File: config.mk
export PLATFORM = sky130hd
export DESIGN_NAME = s_mem_init_seq
export DESIGN_NICKNAME = d
export VERILOG_FILES = /design/src/rtl/rc4_mem_pkg.sv /design/src/rtl/s_mem_pattern_gen.sv /design/src/rtl/s_mem_init_seq.sv
export SDC_FILE = /design/constraint.sdc
export NUM_CORES = 1
export LEC_CHECK = 0
export CORE_MARGIN = 2
export CORE_UTILIZATION = 45
export CTS_CLUSTER_SIZE = 40
export DETAILED_ROUTE_END_ITERATION = 6
export PLACE_DENSITY = 0.68
export SYNTH_ARGS = -nofsm -noshare
export SYNTH_HDL_FRONTEND = slang
export SYNTH_SLANG_ARGS = --single-unit
File: constraint.sdc
create_clock -name clk -period 5.07 [get_ports clk]
set_clock_uncertainty 0.2 [all_clocks]
set_input_delay 0.7605 -clock clk [delete_from_list [all_inputs] [get_ports clk]]
set_output_delay 0.7605 -clock clk [all_outputs]
set_load 0.02 [all_outputs]
File: src/rtl/rc4_mem_pkg.sv
// Shared types and RC4 S-box defaults for the S-memory init and key-scheduling blocks.
package rc4_mem_pkg;

  localparam int RC4_DATA_WIDTH = 8;
  localparam int RC4_DEPTH      = 256;

  typedef enum logic [1:0] {
    MODE_INDEX   = 2'b00,
    MODE_CONST   = 2'b01,
    MODE_DESCEND = 2'b10
  } init_mode_t;

  typedef enum logic [2:0] {
    ST_IDLE,
    ST_WRITE,
    ST_VERIFY,
    ST_DRAIN,
    ST_DONE
  } init_state_t;

endpackage

File: src/rtl/s_mem_pattern_gen.sv
// Combinational fill pattern for S-memory word `index`; mode 11 falls back to INDEX.
module s_mem_pattern_gen
  import rc4_mem_pkg::*;
#(
  parameter int DATA_WIDTH = RC4_DATA_WIDTH,
  parameter int ADDR_WIDTH = 8
) (
  input  logic [1:0]            mode,
  input  logic [DATA_WIDTH-1:0] seed,
  input  logic [ADDR_WIDTH-1:0] index,
  output logic [DATA_WIDTH-1:0] pattern
);

  // Zero-extend then truncate so any ADDR_WIDTH/DATA_WIDTH ratio works.
  logic [ADDR_WIDTH+DATA_WIDTH-1:0] index_wide;
  logic [DATA_WIDTH-1:0]            index_dw;
  logic                             unused_index_hi;

  assign index_wide      = {{DATA_WIDTH{1'b0}}, index};
  assign index_dw        = index_wide[DATA_WIDTH-1:0];
  assign unused_index_hi = ^index_wide[ADDR_WIDTH+DATA_WIDTH-1:DATA_WIDTH];

  always_comb begin
    case (mode)
      MODE_CONST:   pattern = seed;
      MODE_DESCEND: pattern = seed - index_dw;
      default:      pattern = seed + index_dw;
    endcase
  end

endmodule

File: src/rtl/s_mem_init_seq.sv
// S-memory init sequencer: sweeps every address with a fill pattern, then optionally
// reads it back and reports the first mismatching address.
//
// state     | meaning
// ST_IDLE   | waiting for start after reset
// ST_WRITE  | writing pattern(i) to address i, i = 0..DEPTH-1
// ST_VERIFY | presenting read address i, i = 0..DEPTH-1
// ST_DRAIN  | one cycle so the final read-back compare completes
// ST_DONE   | sweep finished, done_out held until the next start
module s_mem_init_seq
  import rc4_mem_pkg::*;
#(
  parameter int DATA_WIDTH = RC4_DATA_WIDTH,
  parameter int DEPTH      = RC4_DEPTH,
  parameter int ADDR_WIDTH = $clog2(DEPTH)
) (
  input  logic                  clk,
  input  logic                  rst_n,
  input  logic                  start,
  input  logic [1:0]            mode,
  input  logic [DATA_WIDTH-1:0] seed,
  input  logic                  verify_en,
  input  logic [DATA_WIDTH-1:0] q_in,
  output logic [ADDR_WIDTH-1:0] address_out,
  output logic [DATA_WIDTH-1:0] data_out,
  output logic                  write_enable_out,
  output logic                  busy_out,
  output logic                  done_out,
  output logic                  mismatch_out,
  output logic [ADDR_WIDTH-1:0] mismatch_addr_out
);

  localparam logic [ADDR_WIDTH-1:0] LAST_IDX = ADDR_WIDTH'(DEPTH - 1);

  init_state_t           state_q, state_d;
  logic [ADDR_WIDTH-1:0] idx_q, idx_d;
  logic [1:0]            mode_q, mode_d;
  logic [DATA_WIDTH-1:0] seed_q, seed_d;
  logic                  verify_q, verify_d;
  logic [ADDR_WIDTH-1:0] address_q, address_d;
  logic [DATA_WIDTH-1:0] data_q, data_d;
  logic                  we_q, we_d;
  logic                  busy_q, busy_d;
  logic                  done_q, done_d;
  logic                  mismatch_q, mismatch_d;
  logic [ADDR_WIDTH-1:0] mm_addr_q, mm_addr_d;
  logic                  rd_vld_q, rd_vld_d;
  logic                  cmp_vld_q, cmp_vld_d;
  logic [ADDR_WIDTH-1:0] cmp_addr_q, cmp_addr_d;

  logic                  accept;
  logic                  last_idx;
  logic [DATA_WIDTH-1:0] wr_pattern;
  logic [DATA_WIDTH-1:0] exp_pattern;

  assign accept   = start && ((state_q == ST_IDLE) || (state_q == ST_DONE));
  assign last_idx = (idx_q == LAST_IDX);

  s_mem_pattern_gen #(.DATA_WIDTH(DATA_WIDTH), .ADDR_WIDTH(ADDR_WIDTH)) u_wr_pattern (
    .mode    (mode_q),
    .seed    (seed_q),
    .index   (idx_q),
    .pattern (wr_pattern)
  );

  // Expected value follows the read address through the RAM's one-cycle latency.
  s_mem_pattern_gen #(.DATA_WIDTH(DATA_WIDTH), .ADDR_WIDTH(ADDR_WIDTH)) u_exp_pattern (
    .mode    (mode_q),
    .seed    (seed_q),
    .index   (cmp_addr_q),
    .pattern (exp_pattern)
  );

  always_ff @(posedge clk or negedge rst_n) begin
    if (!rst_n) begin
      state_q    <= ST_IDLE;
      idx_q      <= '0;
      mode_q     <= MODE_INDEX;
      seed_q     <= '0;
      verify_q   <= 1'b0;
      address_q  <= '0;
      data_q     <= '0;
      we_q       <= 1'b0;
      busy_q     <= 1'b0;
      done_q     <= 1'b0;
      mismatch_q <= 1'b0;
      mm_addr_q  <= '0;
      rd_vld_q   <= 1'b0;
      cmp_vld_q  <= 1'b0;
      cmp_addr_q <= '0;
    end else begin
      state_q    <= state_d;
      idx_q      <= idx_d;
      mode_q     <= mode_d;
      seed_q     <= seed_d;
      verify_q   <= verify_d;
      address_q  <= address_d;
      data_q     <= data_d;
      we_q       <= we_d;
      busy_q     <= busy_d;
      done_q     <= done_d;
      mismatch_q <= mismatch_d;
      mm_addr_q  <= mm_addr_d;
      rd_vld_q   <= rd_vld_d;
      cmp_vld_q  <= cmp_vld_d;
      cmp_addr_q <= cmp_addr_d;
    end
  end

  always_comb begin
    state_d  = state_q;
    idx_d    = idx_q;
    mode_d   = accept ? mode      : mode_q;
    seed_d   = accept ? seed      : seed_q;
    verify_d = accept ? verify_en : verify_q;
    case (state_q)
      ST_IDLE, ST_DONE: begin
        if (accept) begin
          state_d = ST_WRITE;
          idx_d   = '0;
        end
      end
      ST_WRITE: begin
        if (last_idx) begin
          idx_d   = '0;
          state_d = verify_q ? ST_VERIFY : ST_DONE;
        end else begin
          idx_d = idx_q + ADDR_WIDTH'(1);
        end
      end
      ST_VERIFY: begin
        if (last_idx) begin
          idx_d   = '0;
          state_d = ST_DRAIN;
        end else begin
          idx_d = idx_q + ADDR_WIDTH'(1);
        end
      end
      ST_DRAIN: state_d = ST_DONE;
      default:  state_d = ST_IDLE;
    endcase
  end

  always_comb begin
    address_d  = ((state_q == ST_WRITE) || (state_q == ST_VERIFY)) ? idx_q : address_q;
    data_d     = (state_q == ST_WRITE) ? wr_pattern : data_q;
    we_d       = (state_q == ST_WRITE);
    busy_d     = accept || (state_q == ST_WRITE) || (state_q == ST_VERIFY)
                 || (state_q == ST_DRAIN);
    done_d     = (state_q == ST_DONE) && !accept;
    rd_vld_d   = (state_q == ST_VERIFY);
    cmp_vld_d  = rd_vld_q;
    cmp_addr_d = address_q;
    mismatch_d = mismatch_q;
    mm_addr_d  = mm_addr_q;
    if (accept) begin
      mismatch_d = 1'b0;
      mm_addr_d  = '0;
    end else if (cmp_vld_q && (q_in != exp_pattern)) begin
      mismatch_d = 1'b1;
      if (!mismatch_q) mm_addr_d = cmp_addr_q;
    end
  end

  assign address_out       = address_q;
  assign data_out          = data_q;
  assign write_enable_out  = we_q;
  assign busy_out          = busy_q;
  assign done_out          = done_q;
  assign mismatch_out      = mismatch_q;
  assign mismatch_addr_out = mm_addr_q;

endmodule

# Word-level counts from Yosys, hierarchy flattened
# Cells that the tools add are included.
[totals]
elab_cells = 64
register_bits = 60
[op_classes]
n_reduce_logical = 17
n_mux = 15
add_sub_neg = 5
eq_ne = 12
[ops]
columns = ["operator", "n"]
rows = [
  ["$pmux W8 S2", 3],
  ["$mux W8", 5],
  ["$add A8 B8 Y8", 2],
  ["$sub A8 B8 Y8", 2],
  ["$mux W3", 4],
  ["$pmux W3 S4", 1],
  ["$add A8 B1 Y8 const B", 1],
  ["$eq A8 B8 Y1 const B", 1],
  ["$ne A8 B8 Y1", 1],
  ["$eq A3 B2 Y1 const B", 2],
  ["$ne A2 B1 Y1 const B", 3],
  ["$logic_or A1 B1 Y1", 5],
  ["$reduce_and A2 Y1", 2],
  ["$reduce_bool A2 Y1", 2],
  ["$reduce_or A2 Y1", 2],
  ["$eq A3 B1 Y1 const B", 1],
  ["$eq A3 B3 Y1 const B", 1],
  ["$logic_and A1 B1 Y1", 3],
  ["$logic_not A3 Y1", 1],
  ["$reduce_and A3 Y1", 1],
  ["$eq A2 B1 Y1 const B", 1],
  ["$eq A2 B2 Y1 const B", 1],
  ["$mux W1", 2],
  ["$ne A2 B2 Y1 const B", 1],
  ["$logic_not A1 Y1", 1],
]

# Depth between registers and ports, before layout
# Gate-level depths: netlist (run 1).
[depth]
word_depth = 6
mapped_depth = 15
mapped_depth_nobuf = 14

# Modules after synthesis
# A second synthesis (run 1) with hierarchy kept.
[unflattened]
hier_cells = 385
area_unflattened_um2 = 3668.5
[by_module_without_submodules]
columns = ["mod", "instances", "area_per_inst_um2", "seq_area_each_um2", "cells_per_inst"]
rows = [
  ["s_mem_init_seq", 1, 2524.9, 1501.4, 219],
  ["s_mem_pattern_gen", 2, 571.8, 0.0, 83],
]

# Least setup slack after synthesis (run 1)
# Ideal clock, no wire load.
[synth_timing]
kind = "register to register"
start = "register mode_q[1]"
end = "register mm_addr_q[0] (netlist: mismatch_addr_out[0])"
stages_incl_launch_ff = 16
path_slack_ns = 1.745
t_arrival_ns = 3.046
period_less_slack_ns = 3.325
n_path_buf = 3
cell_sequence = "dfrtp_1 -> buf_6 -> nor2b_2 -> clkbuf_1 -> a21oi_1 -> xnor2_1 -> ha_1 -> or3b_1 -> a31oi_1 -> nor3_2 -> xnor2_1 -> nor4_2 -> o211ai_1 -> nand3b_1 -> buf_6 -> mux2i_1"
[synth_between]
elab_chain_len = 6
word_cells_on_any_way = 7
cone_classes = "eq/ne: 3; mux: 1; reduce/logical: 3"
[synth_rtl]
columns = ["element", "line_no", "rtl"]
rows = [
  ["start, declared", "s_mem_init_seq.sv:37", "logic [1:0] mode_q, mode_d;"],
  ["start signal, assigned", "s_mem_init_seq.sv:94", "mode_q <= mode_d;"],
  ["$eq A2 B2 Y1 or $eq A2 B1 Y1 (tied branches)", "s_mem_pattern_gen.sv:24", "case (mode)"],
  ["$pmux W8 S2 *", "s_mem_pattern_gen.sv:24", ""],
  ["$ne A8 B8 Y1 *", "s_mem_init_seq.sv:159", "end else if (cmp_vld_q && (q_in != exp_pattern)) begin"],
  ["$logic_and A1 B1 Y1 *", "s_mem_init_seq.sv:159", ""],
  ["$reduce_bool A2 Y1 (no source line) *", "n/a", ""],
  ["$reduce_and A2 Y1 (no source line) *", "n/a", ""],
  ["end signal, assigned", "s_mem_init_seq.sv:103", "mm_addr_q <= mm_addr_d;"],
  ["end, declared", "s_mem_init_seq.sv:46", "logic [ADDR_WIDTH-1:0] mm_addr_q, mm_addr_d;"],
]
# Every way passes the cells marked *; elsewhere a longest branch is shown, timed or not.
# A chain may end at the register's enable or synchronous reset.

# Worst setup path after layout (run 1)
# Same ends and word-level chain as after synthesis.

==> results of run 1 <==
==> power by group through the flow <==
stage	registers, mW	clock network (mW)	logic (mW)
after floorplan	0.773	0	1.20
after global placement	0.781	0	1.56
after CTS	0.775	0.497	1.60
after global routing	0.799	0.518	1.79
after detailed placement	0.783	0	1.58
final	0.775	0.485	1.60
==> through the flow <==
stage / std cells / hold WS [ps]
floorplan: 396 / 131
global placement: 534 / 164
detailed placement: 534 / 166
CTS: 550 / 182
global route: 550 / 197
finish: 550 / 180
==> cell families (layout without fill, tap and decap cells) <==
kind of cell,after synthesis,in the layout
AOI/OAI and AO/OA,79,79
xor gates and xnor gates,27,27
adders and majority gates,19,19
buffers and inverters,35,87
DFF,60,60
muxes,10,10
and+or+nand+nor,166,166
==> synth_stat cells (all sizes together), types with 3 or more instances <==
library cell / number / area share (%)
xor2: 10 / 2.5
nor2: 29 / 3.1
buf: 5 / 1.3
nor3: 8 / 1.3
nand2b: 6 / 1.1
dfrtp: 60 / 43
nor2b: 6 / 1.3
o31ai: 7 / 1.5
o21ai: 20 / 2.9
o21a: 3 / 0.64
mux2i: 9 / 2.6
nand4: 4 / 0.71
nor4: 4 / 1.1
nor3b: 6 / 1.3
ha: 17 / 6.0
a31oi: 8 / 1.4
inv: 18 / 1.9
and3: 5 / 0.89
nand3: 6 / 0.85
a21oi: 23 / 3.4
a21o: 3 / 0.64
nand2: 84 / 8.9
xnor2: 17 / 4.2
clkbuf: 11 / 1.2
==> per-layer routing <==
layer / GRT usage [%] / up-vias / routed length (um)
met2: 34.4 / 67 / 3930
li1: - / 1457 / -
met3: 4.23 / 13 / 416
met1: 27.9 / 1404 / 3760
met5: 0 / - / 0
met4: 7.34 / 0 / 129
==> sequential cells by signal (all words and copies together), names as in the netlist <==
name,cells
address_out,8
busy_out,1
cmp_addr_q,8
cmp_vld_d,1
cmp_vld_q,1
data_out,8
done_out,1
idx_q,8
mismatch_addr_out,8
mismatch_out,1
mode_q,2
seed_q,8
state_q,3
verify_q,1
write_enable_out,1
==> layout make-up <==
| class | instances | share of cell area (%) |
|---|---|---|
| Multi-Input combinational cell | 301 | 43.6 |
| Sequential cell | 60 | 34.9 |
| Timing Repair Buffer | 52 | 11.8 |
| Tap cell | 102 | 2.96 |
| Clock buffer | 9 | 2.88 |
| Clock inverter | 7 | 2.27 |
| Inverter | 19 | 1.66 |
==> critical path, cell delays in order, from the launching register on <==
cell      delay [ps]
dfrtp_1          500
nor2b_2          580
mux2_2           440
inv_1             70
ha_1             210
nor2b_1          150
o31ai_1          340
a31oi_1          160
xnor2_1          170
and3_1           190
o211ai_1         220
nand3b_1         410
mux2i_1          220
==> path summary, 6_finish.rpt <==
check / end / slack, ps / depth (start not counted)
worst max-delay path: mismatch_addr_out[0]$_DFFE_PN0P_ / 1070 / 12
worst min-delay path: cmp_vld_q$_DFF_PN0_ / 180 / 0
worst max register to register: mismatch_addr_out[0]$_DFFE_PN0P_ / 1070 / 12
worst min register to register: cmp_vld_q$_DFF_PN0_ / 180 / 0
max in group asynchronous: mismatch_addr_out[6]$_DFFE_PN0P_ / 3830 / 2
min in group asynchronous: idx_q[2]$_DFFE_PN0P_ / 350 / 2
==> results.yml, run 1 <==
logic_synthesis:
  synth_enable_flop_cells: 0
  synth_simple_gate_area_share_pct: 22.1
  avgSynthCellArea_um2: 8.92
  muxShareOfSynthArea_pct: 2.87
  synthAdderAreaFrac_pct: 7.16
  synth_cell_types: 53
  async_reset_ff_share_pct: 100
  syn-num-nets: 437
  ys_seq_elements: 60
  synth_top_family_by_area: "simple AND/OR/NAND/NOR gates"
  synth-seq-area-share_pct: 42.5
  synth_area_mm2: 0.00353
  yosys.area_share.xor_xnor_pct: 6.70
  synthCells: 396
  synthFlopType: "dfrtp_1"
  synth_warnings: 0
  synth-compound-area-share_pct: 14.1
power_and_ir_drop:
  power_leakage_nw: 2.00
  p_sw_mw: 1.23
  powerDensity_mw_per_mm2: 664
  power.internal_mw: 1.63
  clkPwrFrac_pct: 17.0
  switching_share_pct: 43.1
  ir_worst_vdd_mv: 0.253
  report.power.total_mw: 2.86
  pwr-share-comb_pct: 55.9
  seqPwrFrac_pct: 27.1
placed_design:
  dp_hpwl_mm: 5.98
  io_buffers: 49
  place_ws_ps: 1110
  place_area_mm2: 0.00409
  place_congestion: 0.835
setup_path:
  r2r-start: "mode_q[1]$_DFFE_PN0P_"
  crit_path_max_fanout: 15
  crit_path_end_kind: "register"
  cp.arrival_ps: 4000
  required_ps: 5080
  path_class: "reg2reg"
  crit_start: "mode_q[1]$_DFFE_PN0P_"
  startpoint_type: "register"
timing:
  tightestPinTransition_ps: 1000
  clock.fmax_mhz: 250
  final-max-slew-violation-count: 0
  min_period_ps: 4000
  setup_viol: 0
  finalCritPeriodShare_pct: 78.9
  setup_slack_ps: 1070
  hold_viol_final: 0
  timing.setup.tns_ps: 0
  slew-limit-headroom_pct: 32.9
  rsz0062_at_grt: "false"
cts:
  ctsHtreeMaxLevel: 3
  root_buffer: "clkbuf_8"
  numClockSinks: 60
  clk_path_buf_depth: 2
  cts_made_buffers: 9
  cts_setup_buffers: 0
  clkLatencyLatePin_ps: 350
  clk_pin_slew_worst_paths_ps: 70
  cts_tree: "done"
  cts_resized: 0
  cts_hold_buf: 0
drt:
  vias: 2941
  drc: 0
  first_pass_iters: 4
  drtIter0Drc: 98
  drt_wl_total_mm: 8.24
  antenna_left: 0
  wire_per_inst_um: 15.0
  avgViaCountPerCell: 5.35
cells_and_area:
  drive_above_1_share_pct: 6.47
  diodes: 0
  final_common_cell: "nand2_1"
  mostFrequentLayoutCells: "84 x nand2_1, 60 x dfrtp_1, 48 x clkdlybuf4s50_1"
  final_nets: 484
  stdcell_area_mm2: 0.00431
  final_util_pct: 56.3
  fillers: 694
  register_area_mm2: 0.00150
  area_delta_synth_final_pct: 21.9
  multi_input_area_mm2: 0.00188
grt:
  grt_usage_pct: 21.0
  grt_pass1_vias: 2974
  grt_pass1_wl_mm: 14.2
  grt_start_max_net_pins: 61
  antenna_found_initial: 0
  grt-ovfl-total: 0
min_path:
  min_from: "cmp_vld_d$_DFF_PN0_"
  hold_class: "reg2reg"
outcome:
  status: "finished, final reports clean"
floorplanning:
  die_h_um: 92.6
  die-area_mm2: 0.00857
  io_pins: 50
  core_mm2: 0.00765
  initial_utilization_pct: 46.2
  rows: 32
  dieWidth_um: 92.6
run:
  cap_viol_max_count: 0
Note: power is estimated with default switching activity, not from simulation.
==> run 2, diff against run 1 <==
Clock period 5.07 ns to 3.8 ns, I/O delays scaled along.
==> run 2 against run 1 <==
Net effect: design area up 0.20%; critical path depth increased by 1; total power up 32%; flip-flop and latch count unchanged; clock power is 19% higher; global-route usage shrank 0.20 points; critical endpoint unchanged; largest power group unchanged.
==> results.yml, run 2 (same netlist as run 1, synthesis figures left out) <==
timing:
  setup_slack_ps: 281
  whs_ps: 163
  slew-limit-headroom_pct: 30.7
  setup_viol: 0
  hold_viol_final: 0
  finalCritPeriodShare_pct: 92.6
  timing.setup.tns_ps: 0
  clock.fmax_mhz: 284
  final-max-slew-violation-count: 0
  tightestPinTransition_ps: 1040
  rsz0062_at_grt: "false"
  min_period_ps: 3520
cts:
  root_buffer: "clkbuf_8"
  clk_path_buf_depth: 2
  clkLatencyLatePin_ps: 340
  cts_tree: "done"
  numClockSinks: 60
  cts_hold_buf: 0
  clk_pin_slew_worst_paths_ps: 70
  cts_made_buffers: 9
  ctsHtreeMaxLevel: 3
setup_path:
  crit_path_end_kind: "register"
  required_ps: 3860
  crit_path_max_fanout: 7
  path_class: "reg2reg"
  cp.arrival_ps: 3580
  startpoint_type: "register"
grt:
  grt_start_max_net_pins: 49
  grt_usage_pct: 20.8
  grt_pass1_vias: 2951
  grt_pass1_wl_mm: 13.8
  grt-ovfl-total: 0
  antenna_found_initial: 0
cells_and_area:
  mostFrequentLayoutCells: "84 x nand2_1, 59 x dfrtp_1, 48 x clkdlybuf4s50_1"
  final_common_cell: "nand2_1"
  final_nets: 488
  stdcell_count: 554
  fillers: 699
  diodes: 0
  drive_above_1_share_pct: 7.52
  stdcell_area_mm2: 0.00432
  final_util_pct: 56.4
  area_delta_synth_final_pct: 22.2
placed_design:
  dp_hpwl_mm: 6.17
  place_area_mm2: 0.00411
  place_congestion: 0.837
  place_ws_ps: 165
  place_inst: 537
  io_buffers: 49
drt:
  wire_per_inst_um: 15.1
  drtIter0Drc: 154
  vias: 2952
  drt_wl_total_mm: 8.39
  drc: 0
  first_pass_iters: 4
  avgViaCountPerCell: 5.33
  antenna_left: 0
floorplanning:
  die_h_um: 92.6
  rows: 32
  core_mm2: 0.00765
  die-area_mm2: 0.00857
  dieWidth_um: 92.6
  initial_utilization_pct: 46.2
  io_pins: 50
power_and_ir_drop:
  ir_worst_vdd_mv: 0.357
  powerDensity_mw_per_mm2: 874
  power_leakage_nw: 2.01
  report.power.total_mw: 3.77
outcome:
  status: "finished, final reports clean"
min_path:
  hold_class: "reg2reg"
run:
  cap_viol_max_count: 0
==> run 2: power by group <==
group	internal, mW	switching [mW]	total, mW
clock network	0.306	0.272	0.577
logic	1.01	1.16	2.16
registers	0.805	0.222	1.03
total	2.12	1.65	3.77
==> run 2: per-layer routing <==
metal	track usage [%]	vias to the layer above	share of wire [%]
li1	-	1468	-
met1	26.7	1425	46
met2	35.2	52	49
met3	4.39	7	3.8
met4	6.97	0	1.0
met5	0	-	0
==> run 2: layout make-up <==
cell class                 count  area (um^2)  share of cell area, %
sequential                    60         1500                   34.8
inverter                      19         71.3                   1.65
tap                          102          128                   2.96
clock inverter                 7         75.1                   1.74
multi-input combinational    301         1880                   43.5
clock buffer                   9          124                   2.87
timing repair buffer          56          538                   12.5
==> run 2: path summary, 6_finish.rpt <==
| check | depth (start not counted) | endpoint | startpoint | slack [ps] |
|---|---|---|---|---|
| worst max-delay path | 13 | mismatch_addr_out[0]$_DFFE_PN0P_ | cmp_addr_q[0]$_DFF_PN0_ | 280 |
| worst min-delay path | 0 | cmp_vld_q$_DFF_PN0_ | cmp_vld_d$_DFF_PN0_ | 160 |
| worst max register to register | 13 | mismatch_addr_out[0]$_DFFE_PN0P_ | cmp_addr_q[0]$_DFF_PN0_ | 280 |
| worst min register to register | 0 | cmp_vld_q$_DFF_PN0_ | cmp_vld_d$_DFF_PN0_ | 160 |
| max in group asynchronous | 2 | mode_q[0]$_DFFE_PN0P_ | rst_n | 2410 |
| min in group asynchronous | 1 | idx_q[2]$_DFFE_PN0P_ | rst_n | 210 |
==> run 2: repair_timing <==
item,in CTS,in global routing
hold endpoints to repair,0,0
gates resized for setup,0,1
setup buffers,0,1
setup endpoints to repair,0,6
==> run 2: critical path, cell delays in order, from the launching register on <==
cell and delay (ps):
dfrtp_1 410, inv_1 80, ha_1 300, mux2_2 300, fa_1 440, nor2b_1 250
o2111a_1 220, nor3_2 50, xnor2_1 140, nor4_2 290, o211ai_1 180, nand3b_1 160
buf_4 200, mux2i_1 210
==> run 3, diff against run 2 <==
Settings changed: CAP_MARGIN set to 20, SLEW_MARGIN set to 15.
==> run 3 against run 2 <==
Net effect: first-iteration DRC count is 4.5% higher; sequential power barely moved; worst hold slack got worse by 130 ps; final cell count unchanged; critical endpoint unchanged; largest cell class unchanged; highest routed layer unchanged.
==> results.yml, run 3 (same netlist as run 1, synthesis figures left out) <==
drt:
  drt_wl_total_mm: 8.40
  antenna_left: 0
  drtIter0Drc: 161
  first_pass_iters: 4
  drc: 0
  avgViaCountPerCell: 5.40
  wire_per_inst_um: 15.2
  vias: 2992
setup_path:
  cp.arrival_ps: 3580
  required_ps: 3860
  r2r_setup_slack_ps: 280
  reg2reg_depth: 12
  rr_endpoint: "mismatch_addr_out[0]$_DFFE_PN0P_"
  crit_path_end_kind: "register"
  path_class: "reg2reg"
  r2r-start: "mode_q[0]$_DFFE_PN0P_"
  crit_path_max_fanout: 9
  startpoint_type: "register"
timing:
  final-max-slew-violation-count: 0
  slew-limit-headroom_pct: 35.2
  setup_viol: 0
  timing.setup.tns_ps: 0
  rsz0062_at_grt: "false"
  setup_slack_ps: 281
  tightestPinTransition_ps: 970
  min_period_ps: 3520
  finalCritPeriodShare_pct: 92.6
  hold_viol_final: 0
  clock.fmax_mhz: 284
power_and_ir_drop:
  ir_worst_vdd_mv: 0.357
  power_leakage_nw: 2.01
  powerDensity_mw_per_mm2: 873
cells_and_area:
  mostFrequentLayoutCells: "84 x nand2_1, 59 x dfrtp_1, 48 x clkdlybuf4s50_1"
  diodes: 0
  final_nets: 488
  fillers: 699
  final_common_cell: "nand2_1"
  stdcell_area_mm2: 0.00432
  drive_above_1_share_pct: 7.52
  area_delta_synth_final_pct: 22.2
grt:
  grt_pass1_wl_mm: 13.8
  grt_usage_pct: 20.8
  grt_start_max_net_pins: 49
  grt_pass1_vias: 2951
  antenna_found_initial: 0
  grt-ovfl-total: 0
cts:
  clkLatencyLatePin_ps: 340
  cts_tree: "done"
  root_buffer: "clkbuf_8"
  cts_hold_buf: 0
  ctsHtreeMaxLevel: 3
  numClockSinks: 60
  clk_pin_slew_worst_paths_ps: 70
  clk_path_buf_depth: 2
  cts_made_buffers: 9
min_path:
  hold_class: "in2async"
placed_design:
  place_congestion: 0.837
  dp_hpwl_mm: 6.17
  place_ws_ps: 165
  place_area_mm2: 0.00411
  io_buffers: 49
floorplanning:
  rows: 32
  core_mm2: 0.00765
  die_h_um: 92.6
  die-area_mm2: 0.00857
  io_pins: 50
  dieWidth_um: 92.6
  initial_utilization_pct: 46.2
outcome:
  status: "finished, final reports clean"
run:
  cap_viol_max_count: 0
==> run 3: cell counts in the layout (fill, tap and decap cells not counted) <==
Identical to the previous run, type by type.
==> run 3: final cells by class <==
class,instances,area [um^2],share of cell area [%]
repair buffers,56,541,12.5
well taps,102,128,2.96
flip-flops and latches,60,1500,34.8
clock buffers,9,124,2.87
multi-input cells,301,1880,43.5
clock inverters,7,75.1,1.74
inverters,19,71.3,1.65
==> run 3: layer usage <==
| metal | part of all wire [%] | track usage, % | vias up |
|---|---|---|---|
| met2 | 49 | 35.2 | 72 |
| met1 | 45 | 26.7 | 1443 |
| li1 | - | - | 1467 |
| met5 | 0 | 0 | - |
| met3 | 4.7 | 4.39 | 10 |
| met4 | 1.1 | 6.97 | 0 |
==> run 3: how the worst max path moves through the flow <==
stage                                             endpoint               startpoint  cells after the start  slack, ps
after floorplan           mismatch_addr_out[0]$_DFFE_PN0P_    mode_q[1]$_DFFE_PN0P_                     15        480
after global placement    mismatch_addr_out[7]$_DFFE_PN0P_    mode_q[0]$_DFFE_PN0P_                     11        300
after detailed placement  mismatch_addr_out[0]$_DFFE_PN0P_    mode_q[0]$_DFFE_PN0P_                     11        160
after CTS                 mismatch_addr_out[0]$_DFFE_PN0P_  cmp_addr_q[0]$_DFF_PN0_                     12        150
after global routing               data_out[7]$_DFFE_PN0P_     idx_q[1]$_DFFE_PN0P_                     14         30
final                     mismatch_addr_out[0]$_DFFE_PN0P_    mode_q[0]$_DFFE_PN0P_                     12        280
==> run 3: per-stage QoR <==
stage / power [mW] / hold slack, ps / util, % / instances
final: 3.77 / 37.1 / 56.5 / 554
after global routing: 4.10 / 71.7 / 56.5 / 554
after CTS: 3.78 / 167 / 56.3 / 553
after detailed placement: 3.19 / 155 / 53.7 / 537
after global placement: 3.13 / 148 / 53.7 / 537
after floorplan: 2.64 / 74.4 / - / 396
==> run 3: report_power, final <==
group          internal (mW)  switching (mW)
registers              0.805           0.223
clock network          0.306           0.272
logic                   1.01            1.16
==> run 3: timing repair <==
| action | CTS | global route |
|---|---|---|
| gates resized for setup | 0 | 1 |
| setup endpoints to repair | 0 | 6 |
| setup buffers | 0 | 1 |
==> run 3: worst max-delay path, cell delays in order, from the launching register on <==
cell and delay, ps:
dfrtp_1 460, nor2b_2 240, mux2_2 400, fa_1 440
nor2b_1 250, o2111a_1 220, nor3_2 50, xnor2_1 140
nor4_2 290, o211ai_1 180, nand3b_1 160, buf_4 200
mux2i_1 210
